**src/rtl/arm_cpu_pkg.sv**
```systemverilog
// Shared types and encodings for the multicycle ArmCpu control path.
// Optional MEM_WAIT_EN adds memory wait states to the controller.
package arm_cpu_pkg;

  typedef enum logic [3:0] {
    FETCH,
    DECODE,
    MEMADR,
    MEMREAD,
    MEMWB,
    MEMWRITE,
    EXECR,
    EXECI,
    ALUWB,
    BRANCH
  } state_t;

  localparam logic [1:0] OP_DP  = 2'b00;
  localparam logic [1:0] OP_MEM = 2'b01;
  localparam logic [1:0] OP_BR  = 2'b10;

  localparam logic [3:0] COND_EQ = 4'b0000;
  localparam logic [3:0] COND_NE = 4'b0001;
  localparam logic [3:0] COND_CS = 4'b0010;
  localparam logic [3:0] COND_CC = 4'b0011;
  localparam logic [3:0] COND_MI = 4'b0100;
  localparam logic [3:0] COND_PL = 4'b0101;
  localparam logic [3:0] COND_VS = 4'b0110;
  localparam logic [3:0] COND_VC = 4'b0111;
  localparam logic [3:0] COND_HI = 4'b1000;
  localparam logic [3:0] COND_LS = 4'b1001;
  localparam logic [3:0] COND_GE = 4'b1010;
  localparam logic [3:0] COND_LT = 4'b1011;
  localparam logic [3:0] COND_GT = 4'b1100;
  localparam logic [3:0] COND_LE = 4'b1101;
  localparam logic [3:0] COND_AL = 4'b1110;
  localparam logic [3:0] COND_NV = 4'b1111;

  localparam logic [3:0] ALU_AND = 4'b0000;
  localparam logic [3:0] ALU_EOR = 4'b0001;
  localparam logic [3:0] ALU_SUB = 4'b0010;
  localparam logic [3:0] ALU_RSB = 4'b0011;
  localparam logic [3:0] ALU_ADD = 4'b0100;
  localparam logic [3:0] ALU_ADC = 4'b0101;
  localparam logic [3:0] ALU_SBC = 4'b0110;
  localparam logic [3:0] ALU_RSC = 4'b0111;
  localparam logic [3:0] ALU_TST = 4'b1000;
  localparam logic [3:0] ALU_TEQ = 4'b1001;
  localparam logic [3:0] ALU_CMP = 4'b1010;
  localparam logic [3:0] ALU_CMN = 4'b1011;
  localparam logic [3:0] ALU_ORR = 4'b1100;
  localparam logic [3:0] ALU_MOV = 4'b1101;
  localparam logic [3:0] ALU_BIC = 4'b1110;
  localparam logic [3:0] ALU_MVN = 4'b1111;

  localparam logic       ADR_PC     = 1'b0;
  localparam logic       ADR_ALUOUT = 1'b1;

  localparam logic [1:0] SRCA_RN     = 2'd0;
  localparam logic [1:0] SRCA_PC     = 2'd1;
  localparam logic [1:0] SRCA_ALUOUT = 2'd2;

  localparam logic [1:0] SRCB_RM   = 2'd0;
  localparam logic [1:0] SRCB_IMM  = 2'd1;
  localparam logic [1:0] SRCB_FOUR = 2'd2;

  localparam logic [1:0] RES_ALUOUT = 2'd0;
  localparam logic [1:0] RES_DATA   = 2'd1;
  localparam logic [1:0] RES_ALU    = 2'd2;

  localparam logic [1:0] IMM_DP  = 2'd0;
  localparam logic [1:0] IMM_MEM = 2'd1;
  localparam logic [1:0] IMM_BR  = 2'd2;

  function automatic logic [1:0] imm_for_op(input logic [1:0] op);
    unique case (op)
      OP_MEM:  return IMM_MEM;
      OP_BR:   return IMM_BR;
      default: return IMM_DP;
    endcase
  endfunction

endpackage

```
**src/rtl/cond_unit.sv**
```systemverilog
// NZCV flag register and condition-code evaluation.
// Flags load only when the FSM requests it and the condition passes.
module cond_unit
  import arm_cpu_pkg::*;
(
  input  logic       clk,
  input  logic       reset,
  input  logic [3:0] cond,
  input  logic [3:0] alu_flags,
  input  logic       flag_en,
  output logic [3:0] flags_q,
  output logic       cond_ok
);

  logic n, z, c, v;

  assign {n, z, c, v} = flags_q;

  always_ff @(posedge clk) begin
    if (reset)
      flags_q <= 4'b0000;
    else if (flag_en && cond_ok)
      flags_q <= alu_flags;
  end

  always_comb begin
    cond_ok = 1'b0;
    unique case (cond)
      COND_EQ: cond_ok = z;
      COND_NE: cond_ok = !z;
      COND_CS: cond_ok = c;
      COND_CC: cond_ok = !c;
      COND_MI: cond_ok = n;
      COND_PL: cond_ok = !n;
      COND_VS: cond_ok = v;
      COND_VC: cond_ok = !v;
      COND_HI: cond_ok = c && !z;
      COND_LS: cond_ok = !c || z;
      COND_GE: cond_ok = (n == v);
      COND_LT: cond_ok = (n != v);
      COND_GT: cond_ok = !z && (n == v);
      COND_LE: cond_ok = z || (n != v);
      COND_AL: cond_ok = 1'b1;
      COND_NV: cond_ok = 1'b0;
    endcase
  end

endmodule

```
**src/rtl/multicycle_controller.sv**
```systemverilog
// Multicycle ArmCpu control FSM and per-state output decode.
// Define MEM_WAIT_EN to add the mem_ready wait-state input.
module multicycle_controller
  import arm_cpu_pkg::*;
#(
  parameter int ALU_CTL_W = 4
) (
  input  logic                 clk,
  input  logic                 reset,
  input  logic [3:0]           cond,
  input  logic [1:0]           op,
  input  logic [5:0]           funct,
  input  logic [3:0]           rd,
  input  logic [3:0]           alu_flags,
`ifdef MEM_WAIT_EN
  input  logic                 mem_ready,
`endif
  output logic                 pc_write,
  output logic                 adr_src,
  output logic                 mem_write,
  output logic                 ir_write,
  output logic                 reg_write,
  output logic [1:0]           alu_src_a,
  output logic [1:0]           alu_src_b,
  output logic [1:0]           result_src,
  output logic [1:0]           imm_src,
  output logic [ALU_CTL_W-1:0] alu_ctl,
  output logic [3:0]           flags_q
);

  state_t state, next;
  logic   cond_ok;
  logic   flag_en;
  logic   mem_rdy;
  logic   go;
  logic   no_wb;

`ifdef MEM_WAIT_EN
  assign mem_rdy = mem_ready;
`else
  assign mem_rdy = 1'b1;
`endif

  assign go      = !reset;
  assign no_wb   = (funct[4:3] == 2'b10);
  assign flag_en = go && funct[0] &&
                   (state == EXECR || state == EXECI);

  cond_unit u_cond (
    .clk       (clk),
    .reset     (reset),
    .cond      (cond),
    .alu_flags (alu_flags),
    .flag_en   (flag_en),
    .flags_q   (flags_q),
    .cond_ok   (cond_ok)
  );

  always_ff @(posedge clk) begin
    if (reset)
      state <= FETCH;
    else
      state <= next;
  end

  always_comb begin
    next = FETCH;
    unique case (state)
      FETCH:    next = mem_rdy ? DECODE : FETCH;
      DECODE: begin
        unique case (op)
          OP_MEM:  next = MEMADR;
          OP_DP:   next = funct[5] ? EXECI : EXECR;
          OP_BR:   next = BRANCH;
          default: next = FETCH;
        endcase
      end
      MEMADR:   next = funct[0] ? MEMREAD : MEMWRITE;
      MEMREAD:  next = mem_rdy ? MEMWB : MEMREAD;
      MEMWB:    next = FETCH;
      MEMWRITE: next = mem_rdy ? FETCH : MEMWRITE;
      EXECR:    next = ALUWB;
      EXECI:    next = ALUWB;
      ALUWB:    next = FETCH;
      BRANCH:   next = FETCH;
      default:  next = FETCH;
    endcase
  end

  always_comb begin
    pc_write   = 1'b0;
    adr_src    = ADR_PC;
    mem_write  = 1'b0;
    ir_write   = 1'b0;
    reg_write  = 1'b0;
    alu_src_a  = SRCA_RN;
    alu_src_b  = SRCB_RM;
    result_src = RES_ALUOUT;
    imm_src    = IMM_DP;
    alu_ctl    = ALU_CTL_W'(ALU_ADD);
    unique case (state)
      FETCH: begin
        ir_write   = go && mem_rdy;
        pc_write   = go && mem_rdy;
        alu_src_a  = SRCA_PC;
        alu_src_b  = SRCB_FOUR;
        result_src = RES_ALU;
      end
      DECODE: begin
        alu_src_a = SRCA_PC;
        alu_src_b = SRCB_FOUR;
        imm_src   = imm_for_op(op);
      end
      MEMADR: begin
        alu_src_b = SRCB_IMM;
        imm_src   = IMM_MEM;
      end
      MEMREAD: adr_src = ADR_ALUOUT;
      MEMWB: begin
        result_src = RES_DATA;
        reg_write  = go && cond_ok && (rd != 4'd15);
        pc_write   = go && cond_ok && (rd == 4'd15);
      end
      MEMWRITE: begin
        adr_src   = ADR_ALUOUT;
        mem_write = go && cond_ok && mem_rdy;
      end
      EXECR: alu_ctl = ALU_CTL_W'(funct[4:1]);
      EXECI: begin
        alu_src_b = SRCB_IMM;
        alu_ctl   = ALU_CTL_W'(funct[4:1]);
      end
      ALUWB: begin
        reg_write = go && cond_ok && !no_wb && (rd != 4'd15);
        pc_write  = go && cond_ok && !no_wb && (rd == 4'd15);
      end
      BRANCH: begin
        alu_src_a  = SRCA_ALUOUT;
        alu_src_b  = SRCB_IMM;
        imm_src    = IMM_BR;
        result_src = RES_ALU;
        pc_write   = go && cond_ok;
      end
      default: ;
    endcase
  end

endmodule

```
**config.mk**
```make
export PLATFORM = sky130hd
export DESIGN_NAME = multicycle_controller
export DESIGN_NICKNAME = d
export VERILOG_FILES = /design/src/rtl/arm_cpu_pkg.sv /design/src/rtl/cond_unit.sv /design/src/rtl/multicycle_controller.sv
export SDC_FILE = /design/constraint.sdc
export NUM_CORES = 1
export LEC_CHECK = 0
export CORE_MARGIN = 2
export CORE_UTILIZATION = 37
export DETAILED_ROUTE_END_ITERATION = 16
export HOLD_SLACK_MARGIN = 0.06
export PLACE_DENSITY = 0.79
export SYNTH_ARGS = -nofsm -noshare
export SYNTH_HDL_FRONTEND = slang
export SYNTH_SLANG_ARGS = --single-unit
```
**constraint.sdc**
```tcl
create_clock -name clk -period 1.81 [get_ports clk]
set_input_delay 0.2715 -clock clk [delete_from_list [all_inputs] [get_ports clk]]
set_output_delay 0.2715 -clock clk [all_outputs]
set_load 0.02 [all_outputs]
```
Word level (Yosys, flattened, before mapping)
Cells that the tools add are included.

word-level totals
  bits in registers = 8
  bits of input ports = 22
  output and inout port bits = 21

operators by class
  equal/unequal tests = 31
  multiplexer cells = 16
  reduce and logical (&&, ||, !) cells = 28

operator list
  kind                                                 number
  equality test 4 bit, second input constant           11
  equality test 4 x 3 -> 1 bit, second input constant  8
  case mux 4 bit (5 select lines)                      1
  equality test 4 x 2 -> 1 bit, second input constant  4
  case mux 1 bit (16 select lines)                     1
  case mux 2 bit (2 select lines)                      4
  case mux 4 bit (3 select lines)                      1
  logical AND 1 bit                                    11
  equality test 4 x 1 -> 1 bit, second input constant  2
  logical NOT 4 bit                                    2
  OR reduction 2 bit                                   4
  logical NOT 1 bit                                    6
  case mux 2 bit (3 select lines)                      1
  equality test 2 bit, second input constant           2
  two-way mux 1 bit                                    4
  two-way mux 4 bit                                    1
  inequality test 4 bit, second input constant         1
  case mux 1 bit (4 select lines)                      1
  logical OR 1 bit                                     3
  two-way mux 3 bit                                    1
  OR reduction 3 bit                                   1
  equality test 2 x 1 -> 1 bit, second input constant  1
  logical NOT 2 bit                                    1
  case mux 1 bit (2 select lines)                      1
  2 further kinds                                      2

Logic depth before layout (Yosys ltp)
Gate-level depths: netlist (run 1).

  depth after elaboration = 7
  gate-level depth with buffers = 5

Hierarchy
A second synthesis (run 1) with hierarchy kept.

second synthesis, totals
  cells, all modules = 98
  area total of the unflattened synthesis = 767.0 um2

by module, submodules not included
  module                 instances  cells each  area each (um2)
  multicycle_controller  1          63          442.9
  cond_unit              1          35          324.1

Least setup slack after synthesis (run 1)
Ideal clock, no wire load.

  path kind = reg-to-output
  from = reg u_cond.flags_q[0]
  to = out reg_write
  data arrival time = 1.907 ns
  slack = -0.368 ns
  stages on the path, launching flop included = 6
  path buffers = 0
  cell sequence = dfxtp_1 xnor2_1 or3_2 a31oi_1 nor3_1 nor3_1

between the ends
  word-level cells in the longest chain between the ends = 7

RTL lines
  what                                                                 line                                                        RTL
  start: declaration                                                   cond_unit.sv:11                                             output logic [3:0] flags_q,
  start signal: assignment                                             cond_unit.sv:23                                             flags_q <= alu_flags;
  inequality test 1 bit / equality test 1 bit (equally long branches)  -
  logical OR 1 bit / logical AND 1 bit (equally long branches)         cond_unit.sv:42, cond_unit.sv:41
  case mux 1 bit (16 select lines) (*)                                 cond_unit.sv:28                                             unique case (cond)
  logical AND 1 bit (*)                                                multicycle_controller.sv:121, multicycle_controller.sv:134
  logical AND 1 bit (2 in series)                                      multicycle_controller.sv:134                                reg_write = go && cond_ok && !no_wb && (rd != 4'd15);
  case mux 1 bit (2 select lines) (*)                                  multicycle_controller.sv:101                                unique case (state)
  end: declaration                                                     multicycle_controller.sv:22                                 output logic reg_write,

Mark *: on every way between the ends. The rest lies on a longest branch, timed or not.

Final worst setup path (run 1)
  from = reg u_cond.flags_q[0]
  to = out mem_write

between the ends
  word-level cells in the longest chain between the ends = 5

RTL lines
  what                                                                 line                              RTL
  inequality test 1 bit / equality test 1 bit (equally long branches)  -
  logical OR 1 bit / logical AND 1 bit (equally long branches)         cond_unit.sv:42, cond_unit.sv:41
  case mux 1 bit (16 select lines) (*)                                 cond_unit.sv:28
  logical AND 1 bit (*)                                                multicycle_controller.sv:126      mem_write = go && cond_ok && mem_rdy;
  two-way mux 1 bit (*)                                                multicycle_controller.sv:101
  end: declaration                                                     multicycle_controller.sv:20       output logic mem_write,

Marks and branches as above.

==> reports/qor.yml, run 1 <==
worst_setup_path:
  rrSetupSlack_ns: -0.11
  crit_type: "register to primary output"
  cp-start-kind: "register"
  worstPathMaxFanout: 3
  required_ns: 1.54
  endpoint_kind: "primary output"
  setup.worst_path.end: "mem_write"
  worstReg2RegEnd: "u_cond.flags_q[2]$_SDFFE_PP0P_"
  worstPathArrival_ns: 1.86
  r2r_cells: 6
  critPathLaunch: "u_cond.flags_q[0]$_SDFFE_PP0P_"
  reg2reg_from: "u_cond.flags_q[0]$_SDFFE_PP0P_"
sta:
  fmax_mhz: 469
  finalMaxSlewViolations: 0
  period_needed_ns: 2.13
  period_share_pct: 118
  finalHoldViolations: 0
  rsz0062_at_grt: "true"
  setup_viol_count_final: 7
  tightest_slew_ns: 0.410
  clock_skew_ns: 0.00674
  fin_ws_ns: -0.322
  max_slew_margin_pct: 72.6
min_path:
  hp-class: "primary input to register"
route:
  drtIter0Drc: 9
  via_count: 984
  drt_wl_total_mm: 2.45
  first_pass_iters: 3
  ant_nets: 0
  drc: 0
  vias_per_cell: 4.92
  wl_per_cell_um: 12.2
grt:
  grt_pass1_vias: 1005
  grt_max_degree: 11
  antenna_found_initial: 0
  grt_usage_pct: 22.5
  grt_first_pass_wirelength_mm: 4.28
  grt_overflow: 0
floorplan:
  die_w_um: 48.6
  start_util_pct: 38.3
  die_area_sq_um: 2360
  io_pins: 43
  core_sq_um: 1920
  std_cell_rows: 16
  fp.dieH_um: 48.6
power_and_ir_drop:
  swShare_pct: 32.6
  p_leak_nw: 0.688
  p_per_area_nw_per_um2: 397
  p_int_uw: 405
  seq_power_share_pct: 32.3
  power_frac_comb_pct: 44.8
  peakVddDrop_uv: 361
  p_clk_share_pct: 22.9
  power_switching_uw: 195
logic_synthesis:
  synth_ff_type: "dfxtp_1"
  synthDistinctLibCells: 31
  synth.area.top_cells: "dfxtp_1 (22%), or2b_2 (7.1%), nor3_1 (6.8%)"
  synth.largest_area_cell: "dfxtp_1"
  yosysTopAreaCellShare_pct: 21.7
  synth_area_sq_um: 737
  async_flop_share_pct: 0
  synthCells: 96
  ys_warn_count: 0
  yosysSeqAreaShare_pct: 21.7
  syn-num-nets: 118
  avgSynthCellArea_sq_um: 7.68
  synth_edf_count: 0
  ys_ff_latch: 8
final_layout:
  fin_nets: 197
  area_growth_syn_to_layout_pct: 105
  final_cells: 200
  postLayoutCellArea_sq_um: 1510
  fillers: 148
  drive_gt1_share_pct: 42.8
  antenna_cells: 0
clocking:
  cts_sinks: 8
  clkLatencyLatePin_ns: 0.26
  numCtsBuffers: 3
  cts_tree: "yes"
  htree_levels: 1
  clockBufferDepth: 2
  root_buffer: "clkbuf_4"
  holdBufCountCts: 0
  clk_pin_slew_ns: 0.06
placement:
  place_inst: 195
  gp_congestion: 0.768
  place_area_sq_um: 1480
  io_buffer_count: 42
  dp_hpwl_mm: 2.02
run_status:
  outcome: "finished with violations"
  violations: "negative setup slack"
job:
  maxCapViolations: 0
## state kept, by name (all words and copies together), names as in the netlist
name / cells
state: 4
u_cond.flags_q: 4
## through the flow
stage	setup TNS (ns)	hold WS [ns]	worst slack, ns	utilization [%]	total power, mW
floorplan	-0.351	0.416	-0.147	-	0.311
detailed placement	-7.09	0.631	-1.15	77.1	0.475
finish	-1.35	0.556	-0.322	78.6	0.600
global placement	-6.63	0.628	-1.07	77.1	0.467
global route	-1.76	0.586	-0.354	78.6	0.638
CTS	-1.48	0.562	-0.335	79.0	0.605
## synth_stat cells, drive strengths merged (4+ instances only)
| cell type | count |
|---|---|
| or2b | 7 |
| nand2 | 7 |
| clkbuf | 4 |
| mux2i | 4 |
| nand2b | 6 |
| o21ai | 5 |
| nor2 | 11 |
| dfxtp | 8 |
| nor3 | 11 |
## how the worst min path moves through the flow
stage,start,to,cells past startpoint
3_5_place_dp,state[3]$_SDFF_PP0_,state[3]$_SDFF_PP0_,2
6_report,reset,state[3]$_SDFF_PP0_,3
5_1_grt,reset,state[3]$_SDFF_PP0_,3
4_1_cts,reset,state[3]$_SDFF_PP0_,3
3_3_place_gp,state[3]$_SDFF_PP0_,state[3]$_SDFF_PP0_,2
2_1_floorplan,alu_flags[2],u_cond.flags_q[2]$_SDFFE_PP0P_,2
## routing by layer
layer | vias to the layer above | part of all wire (%) | wire, um | global-route usage (%)
met4 | 0 | 2.0 | 49 | 10.0
met3 | 6 | 5.5 | 134 | 3.70
li1 | 494 | - | - | -
met5 | - | 0 | 0 | 0
met2 | 40 | 53 | 1300 | 44.5
met1 | 444 | 39 | 966 | 22.6
## power by group through the flow
stage	Clock [mW]	Sequential [mW]	Combinational (mW)
finish	0.137	0.194	0.269
detailed placement	0	0.195	0.280
CTS	0.144	0.192	0.270
global route	0.151	0.195	0.291
floorplan	0	0.190	0.121
global placement	0	0.194	0.273
## logic make-up after synthesis
family / share of synthesized area [%]
AO/OA/AOI/OAI: 17.1
XOR/XNOR: 5.77
buffers and inverters: 4.58
flip-flops: 21.7
multiplexers: 8.49
AND/OR/NAND/NOR: 42.3
## worst max-delay path: stages (launching register included)
cell and delay (ns):
dfxtp_2 0.33, mux4_2 0.49, xnor2_2 0.17, nor3_4 0.17, nor3_4 0.09, nor3_4 0.21
buf_6 0.14
## what timing repair did
item                                    in CTS  in global routing
endpoints found under the setup margin      21                 17
pin swaps                                    7                  1
resized for setup                           43                 16
setup buffers                                2                  1
gates cloned                                 0                  0
## cells in the final DEF (no fill, tap or decap), types with 2 or more instances in the layout
cell type	count
a31oi_1	2
inv_1	2
clkdlybuf4s15_1	2
and2_1	3
buf_4	37
dfxtp_2	7
buf_6	3
nand2b_1	6
a211oi_1	2
dlygate4sd2_1	10
nand2_1	7
xnor2_1	2
nor3_1	6
nor2b_1	3
clkbuf_4	3
mux2i_1	4
or2b_2	6
clkdlybuf4s50_1	21
o21ai_0	4
clkbuf_2	5
a21oi_1	3
nor3b_1	2
nor3_4	4
nor2_1	11
## cell type report
class | instances | area (sq um) | area share (%)
Timing Repair Buffer | 79 | 666 | 44.1
Inverter | 2 | 7.51 | 0.497
Tap cell | 27 | 33.8 | 2.24
Clock buffer | 3 | 22.5 | 1.49
Multi-Input combinational cell | 81 | 612 | 40.5
Sequential cell | 8 | 169 | 11.2
No activity file was read; power rests on OpenSTA's default activity.
==> run 2, diff against run 1 <==
- CORE_MARGIN: 2 -> 5
- GPL_ROUTABILITY_DRIVEN: default -> 0
==> run 2 against run 1 <==
Against the previous run: fmax rose by 0.86%; core utilization fell by 0.52 points; power fell by 2.1%; the flow still finishes with violations (negative setup slack); sequential power barely moved; clock power fell by 7%; sequential cell count did not move; largest cell class is now multi-input combinational cells.
==> reports/qor.yml, run 2 (synthesized netlist as in run 1, its figures left out) <==
run_status:
  outcome: "finished with violations"  # unchanged
  violations: "negative setup slack"  # unchanged
worst_setup_path:
  crit_type: "register to primary output"  # unchanged
  crit_chain: "mux4_2, xnor2_2, nor3_4, nor3_4, o21bai_2, buf_6"  # was mux4_2, xnor2_2, nor3_4, nor3_4, nor3_4, buf_6
  crit_path_max_incr_delay_ns: 0.50  # was 0.49 ns
  worstPathMaxFanout: 3  # unchanged
  worstPathArrival_ns: 1.84  # was 1.86 ns
  required_ns: 1.54  # about the same
  critPathMostFrequentCell: "nor3_4"  # unchanged
  cp_slowest_cell: "mux4_2"  # unchanged
  cp-start-kind: "register"  # unchanged
  endpoint_kind: "primary output"  # unchanged
clocking:
  clkLatencyLatePin_ns: 0.24  # was 0.26 ns
  root_buffer: "clkbuf_4"  # unchanged
  cts_sinks: 8  # unchanged
  cts_tree: "yes"  # unchanged
  clk_pin_slew_ns: 0.05  # was 0.06 ns
  numCtsBuffers: 3  # unchanged
  htree_levels: 1  # unchanged
  clockBufferDepth: 2  # unchanged
grt:
  grt_first_pass_wirelength_mm: 4.11  # was 4.28 mm
  grt_pass1_vias: 961  # was 1,005
  antenna_found_initial: 0  # unchanged
  grt_max_degree: 11  # unchanged
  grt_usage_pct: 18.6  # was 22.5%
  grt_overflow: 0  # unchanged
route:
  ant_nets: 0  # unchanged
  vias_per_cell: 4.89  # was 4.92
  first_pass_iters: 4  # was 3
  drc: 0  # unchanged
  via_count: 954  # was 984
  wl_per_cell_um: 12.9  # was 12.2 um
  drt_wl_total_mm: 2.52  # was 2.45 mm
  drtIter0Drc: 14  # was 9
floorplan:
  core_sq_um: 1920  # unchanged
  std_cell_rows: 16  # unchanged
  io_pins: 43  # unchanged
  die_area_sq_um: 2980  # was 2360 sq um
  fp.dieH_um: 54.6  # was 48.6 um
  die_w_um: 54.6  # was 48.6 um
  start_util_pct: 38.3  # unchanged
final_layout:
  final_common_cell: "buf_4"  # unchanged
  utilization_pct: 78.1  # was 78.6%
  top_regs: "state: 4 flops, u_cond.flags_q: 4 flops"  # unchanged
  fin_nets: 192  # was 197
  final_cell_mix: "buf_4 (32), clkdlybuf4s50_1 (21), dlygate4sd2_1 (12)"  # was buf_4 (37), clkdlybuf4s50_1 (21), nor2_1 (11)
  drive_gt1_share_pct: 42.3  # was 42.8%
  fillers: 147  # was 148
  area_growth_syn_to_layout_pct: 104  # was 105%
  antenna_cells: 0  # unchanged
sta:
  finalHoldViolations: 0  # unchanged
  period_needed_ns: 2.11  # was 2.13 ns
  fin_ws_ns: -0.304  # was -0.322 ns
  tightest_slew_ns: 0.403  # was 0.410 ns
  setup_viol_count_final: 7  # unchanged
  max_slew_margin_pct: 73.1  # was 72.6%
  rsz0062_at_grt: "true"  # unchanged
  holdWs_ns: 0.564  # was 0.556 ns
  clock_skew_ns: 0.00131  # was 0.00674 ns
  fmax_mhz: 473  # was 469 MHz
  period_share_pct: 117  # was 118%
  finalMaxSlewViolations: 0  # unchanged
power_and_ir_drop:
  power_switching_uw: 187  # was 195 uW
  power_frac_comb_pct: 45.2  # was 44.8%
  p_leak_nw: 0.672  # was 0.688 nW
  swShare_pct: 31.8  # was 32.6%
  p_int_uw: 401  # was 405 uW
  peakVddDrop_uv: 349  # was 361 uV
  p_clk_share_pct: 21.6  # was 22.9%
  p_per_area_nw_per_um2: 391  # was 397 nW/um^2
  seq_power_share_pct: 33.2  # was 32.3%
min_path:
  hp-class: "primary input to register"  # unchanged
placement:
  io_buffer_count: 42  # unchanged
  post-place-ws_ns: -1.12  # was -1.15 ns
  dp_hpwl_mm: 2.15  # was 2.02 mm
job:
  maxCapViolations: 0  # unchanged
run 2: stage by stage:
step	TNS [ns]	total power, mW	cell area (sq um)	std cells
global route	-1.72	0.636	1500	195
global placement	-6.56	0.465	1460	192
finish	-1.29	0.587	1500	195
CTS	-1.31	0.591	1490	195
floorplan	-0.351	0.311	792	96
detailed placement	-7.07	0.471	1460	192
run 2: what timing repair did:
action / CTS / global route
endpoints found under the setup margin: 21 / 16
hold buffers: 0 / 0
cloned: 0 / 0
gates resized for setup: 44 / 17
buffers inserted: 1 / 0
pin swaps: 7 / 0
run 2: power by group through the flow:
stage,Clock [mW],Sequential [mW],Combinational (mW)
floorplan,0,0.190,0.121
detailed placement,0,0.195,0.276
global placement,0,0.194,0.271
global route,0.154,0.196,0.287
finish,0.127,0.195,0.265
CTS,0.134,0.192,0.265
run 2: cell type report:
class	count	area [sq um]	area share, %
clock buffers	3	22.5	1.50
repair buffers	74	629	42.0
inverters	2	7.51	0.500
well taps	27	33.8	2.25
multi-input cells	81	637	42.5
flip-flops and latches	8	170	11.3
run 2: worst max-delay path, delay by kind of cell (launching register included):
family          cells  cell delay, ns
flops               1            0.34
xor+xnor            1            0.21
simple gates        2            0.32
buf+inv             1            0.13
compound gates      1            0.09
mux                 1            0.50
run 2: final timing paths:
path	start	endpoint	slack, ns	cells past startpoint
worst min-delay path	reset	state[3]$_SDFF_PP0_	0.56	3
worst max register to register	u_cond.flags_q[0]$_SDFFE_PP0P_	u_cond.flags_q[3]$_SDFFE_PP0P_	-0.12	6
worst min register to register	state[1]$_SDFF_PP0_	state[2]$_SDFF_PP0_	0.60	2
worst max-delay path	u_cond.flags_q[0]$_SDFFE_PP0P_	pc_write	-0.30	6
run 2: per-layer routing:
metal  GRT usage (%)  part of all wire [%]
met1            20.2                    39
met2            35.4                    51
met3            3.00                   8.5
met4            6.64                   1.0
met5               0                     0
==> run 3, diff against run 2 <==
- SETUP_SLACK_MARGIN: default -> 0.15
==> run 3 against run 2 <==
Against the previous run: the run still ends with negative setup slack left; power is 3.5% higher; non-clock buffer count is 1 higher; clock power is 4% higher; clock-buffer cell count stayed put; via count is 2.6% higher; sequential cell count stayed put; cell count is 0.51% higher; worst setup slack worse by 0.052 ns; die area stayed put.
==> reports/qor.yml, run 3 (synthesized netlist as in run 1, its figures left out) <==
final_layout:
  utilization_pct: 79.0  # was 78.1%
  fin_nets: 193  # was 192
  drive_gt1_share_pct: 49.1  # was 42.3%
  top_regs: "state: 4 flops, u_cond.flags_q: 4 flops"  # unchanged
  postLayoutCellArea_sq_um: 1520  # was 1500 sq um
  final_cell_mix: "buf_4 (35), clkdlybuf4s50_1 (22), nor2_1 (9)"  # was buf_4 (32), clkdlybuf4s50_1 (21), dlygate4sd2_1 (12)
  final_common_cell: "buf_4"  # unchanged
  area_growth_syn_to_layout_pct: 106  # was 104%
  antenna_cells: 0  # unchanged
clocking:
  clockBufferDepth: 2  # unchanged
  root_buffer: "clkbuf_4"  # unchanged
  cts_sinks: 8  # unchanged
  clk_pin_slew_ns: 0.05  # about the same
  clkLatencyLatePin_ns: 0.25  # was 0.24 ns
  htree_levels: 1  # unchanged
  holdBufCountCts: 0  # unchanged
  cts_tree: "yes"  # unchanged
  numCtsBuffers: 3  # unchanged
min_path:
  worstHoldPathCells: 2  # was 3
  hold_end: "state[2]$_SDFF_PP0_"  # was state[3]$_SDFF_PP0_
  hold_start: "state[1]$_SDFF_PP0_"  # was reset
  hp-class: "register to register"  # was primary input to register
floorplan:
  core_sq_um: 1920  # unchanged
  io_pins: 43  # unchanged
  die_w_um: 54.6  # unchanged
  start_util_pct: 38.3  # unchanged
  std_cell_rows: 16  # unchanged
  die_area_sq_um: 2980  # unchanged
  fp.dieH_um: 54.6  # unchanged
route:
  drtIter0Drc: 7  # was 14
  drt_wl_total_mm: 2.74  # was 2.52 mm
  first_pass_iters: 4  # unchanged
  via_count: 979  # was 954
  wl_per_cell_um: 14.0  # was 12.9 um
  vias_per_cell: 4.99  # was 4.89
  ant_nets: 0  # unchanged
  drc: 0  # unchanged
worst_setup_path:
  cp_top_family: "multiplexers"  # unchanged
  reg2reg_from: "u_cond.flags_q[0]$_SDFFE_PP0P_"  # unchanged
  critPathMostFrequentCell: "nor3_4"  # unchanged
  endpoint_kind: "primary output"  # unchanged
  cp-start-kind: "register"  # unchanged
  crit_path_max_incr_delay_ns: 0.51  # was 0.50 ns
  required_ns: 1.54  # about the same
  critPathLaunch: "u_cond.flags_q[0]$_SDFFE_PP0P_"  # unchanged
  worstPathArrival_ns: 1.89  # was 1.84 ns
  r2r_cells: 6  # unchanged
  crit_type: "register to primary output"  # unchanged
  worstReg2RegEnd: "u_cond.flags_q[2]$_SDFFE_PP0P_"  # was u_cond.flags_q[3]$_SDFFE_PP0P_
  worstPathMaxFanout: 3  # unchanged
  crit_chain: "mux4_2, xnor2_2, nor3_4, nor3_4, buf_6, nor3_4, buf_6"  # was mux4_2, xnor2_2, nor3_4, nor3_4, o21bai_2, buf_6
  worst-path-buf-inv: 2  # was 1
  rrSetupSlack_ns: -0.17  # was -0.12 ns
  cp_slowest_cell: "mux4_2"  # unchanged
grt:
  grt_pass1_vias: 1014  # was 961
  grt_overflow: 0  # unchanged
  antenna_found_initial: 0  # unchanged
  grt_first_pass_wirelength_mm: 4.15  # was 4.11 mm
  grt_max_degree: 11  # unchanged
  grt_usage_pct: 19.3  # was 18.6%
sta:
  setup_viol_count_final: 7  # unchanged
  finalMaxSlewViolations: 0  # unchanged
  period_share_pct: 120  # was 117%
  period_needed_ns: 2.17  # was 2.11 ns
  max_slew_margin_pct: 72.8  # was 73.1%
  tightest_slew_ns: 0.407  # was 0.403 ns
  fin_ws_ns: -0.356  # was -0.304 ns
  finalHoldViolations: 0  # unchanged
  rsz0062_at_grt: "true"  # unchanged
  fin_tns_setup_ns: -1.65  # was -1.29 ns
  fmax_mhz: 462  # was 473 MHz
  clock_skew_ns: 0.00375  # was 0.00131 ns
power_and_ir_drop:
  p_leak_nw: 0.666  # was 0.672 nW
  p_clk_share_pct: 21.7  # was 21.6%
  p_int_uw: 409  # was 401 uW
  p_per_area_nw_per_um2: 400  # was 391 nW/um^2
  fin_total_pwr_uw: 608  # was 587 uW
  swShare_pct: 32.7  # was 31.8%
  power_frac_comb_pct: 46.6  # was 45.2%
  power_switching_uw: 199  # was 187 uW
  seq_power_share_pct: 31.7  # was 33.2%
  peakVddDrop_uv: 504  # was 349 uV
placement:
  io_buffer_count: 42  # unchanged
  dp_hpwl_mm: 2.28  # was 2.15 mm
  place_area_sq_um: 1460  # unchanged
job:
  maxCapViolations: 0  # unchanged
run_status:
  violations: "negative setup slack"  # unchanged
  outcome: "finished with violations"  # unchanged
==> run 3: cell types whose count changed in the layout (fill, tap and decap cells not counted), moves of 2 or more <==
cell and change:
buf_4 +3, buf_6 +3, clkbuf_2 +4, dfxtp_2 -2, dfxtp_4 +2, dlygate4sd2_1 -9
==> run 3: worst max-delay path by stage <==
stage / cells past startpoint / endpoint
after global routing: 8 / mem_write
after global placement: 7 / mem_write
final: 7 / mem_write
after CTS: 7 / mem_write
after floorplan: 5 / mem_write
after detailed placement: 7 / mem_write
==> run 3: worst reg2reg max path: cells and delay by family (launching register included) <==
kind                      cells  cell delay, ns
muxes                         2            0.77
AOI/OAI and AO/OA             1            0.36
DFF                           1            0.34
and+or+nand+nor               1            0.06
xor gates and xnor gates      1            0.23
buffers and inverters         1            0.14
==> run 3: layer usage <==
metal	global-route usage, %	vias to the layer above	wire [um]
li1	-	488	-
met1	17.2	440	973
met2	38.0	43	1480
met3	5.45	8	224
met4	10.4	0	63
met5	0	-	0
==> run 3: cell type report <==
class,count,area (sq um)
multi-input cells,81,652
repair buffers,75,627
fillers,145,404
flip-flops and latches,8,175
well taps,27,33.8
clock buffers,3,22.5
inverters,2,7.51
==> run 3: repair_timing <==
item	CTS	global route
pin swaps	10	3
endpoints found under the setup margin	21	19
setup buffers	1	0
resized for setup	72	28
==> run 3: power by group through the flow <==
stage                     Combinational (mW)  Clock (mW)  Sequential (mW)
after global placement                 0.270           0            0.194
final                                  0.283       0.132            0.193
after detailed placement               0.279           0            0.195
after floorplan                        0.121           0            0.190
after global routing                   0.302       0.156            0.194
after CTS                              0.281       0.138            0.194
==> run 3: metrics by stage <==
| step | instances | setup WS (ns) | hold slack (ns) |
|---|---|---|---|
| after global placement | 192 | -1.06 | 0.522 |
| after detailed placement | 192 | -1.17 | 0.530 |
| after floorplan | 96 | -0.147 | 0.416 |
| final | 196 | -0.356 | 0.506 |
| after CTS | 196 | -0.381 | 0.501 |
| after global routing | 196 | -0.436 | 0.525 |
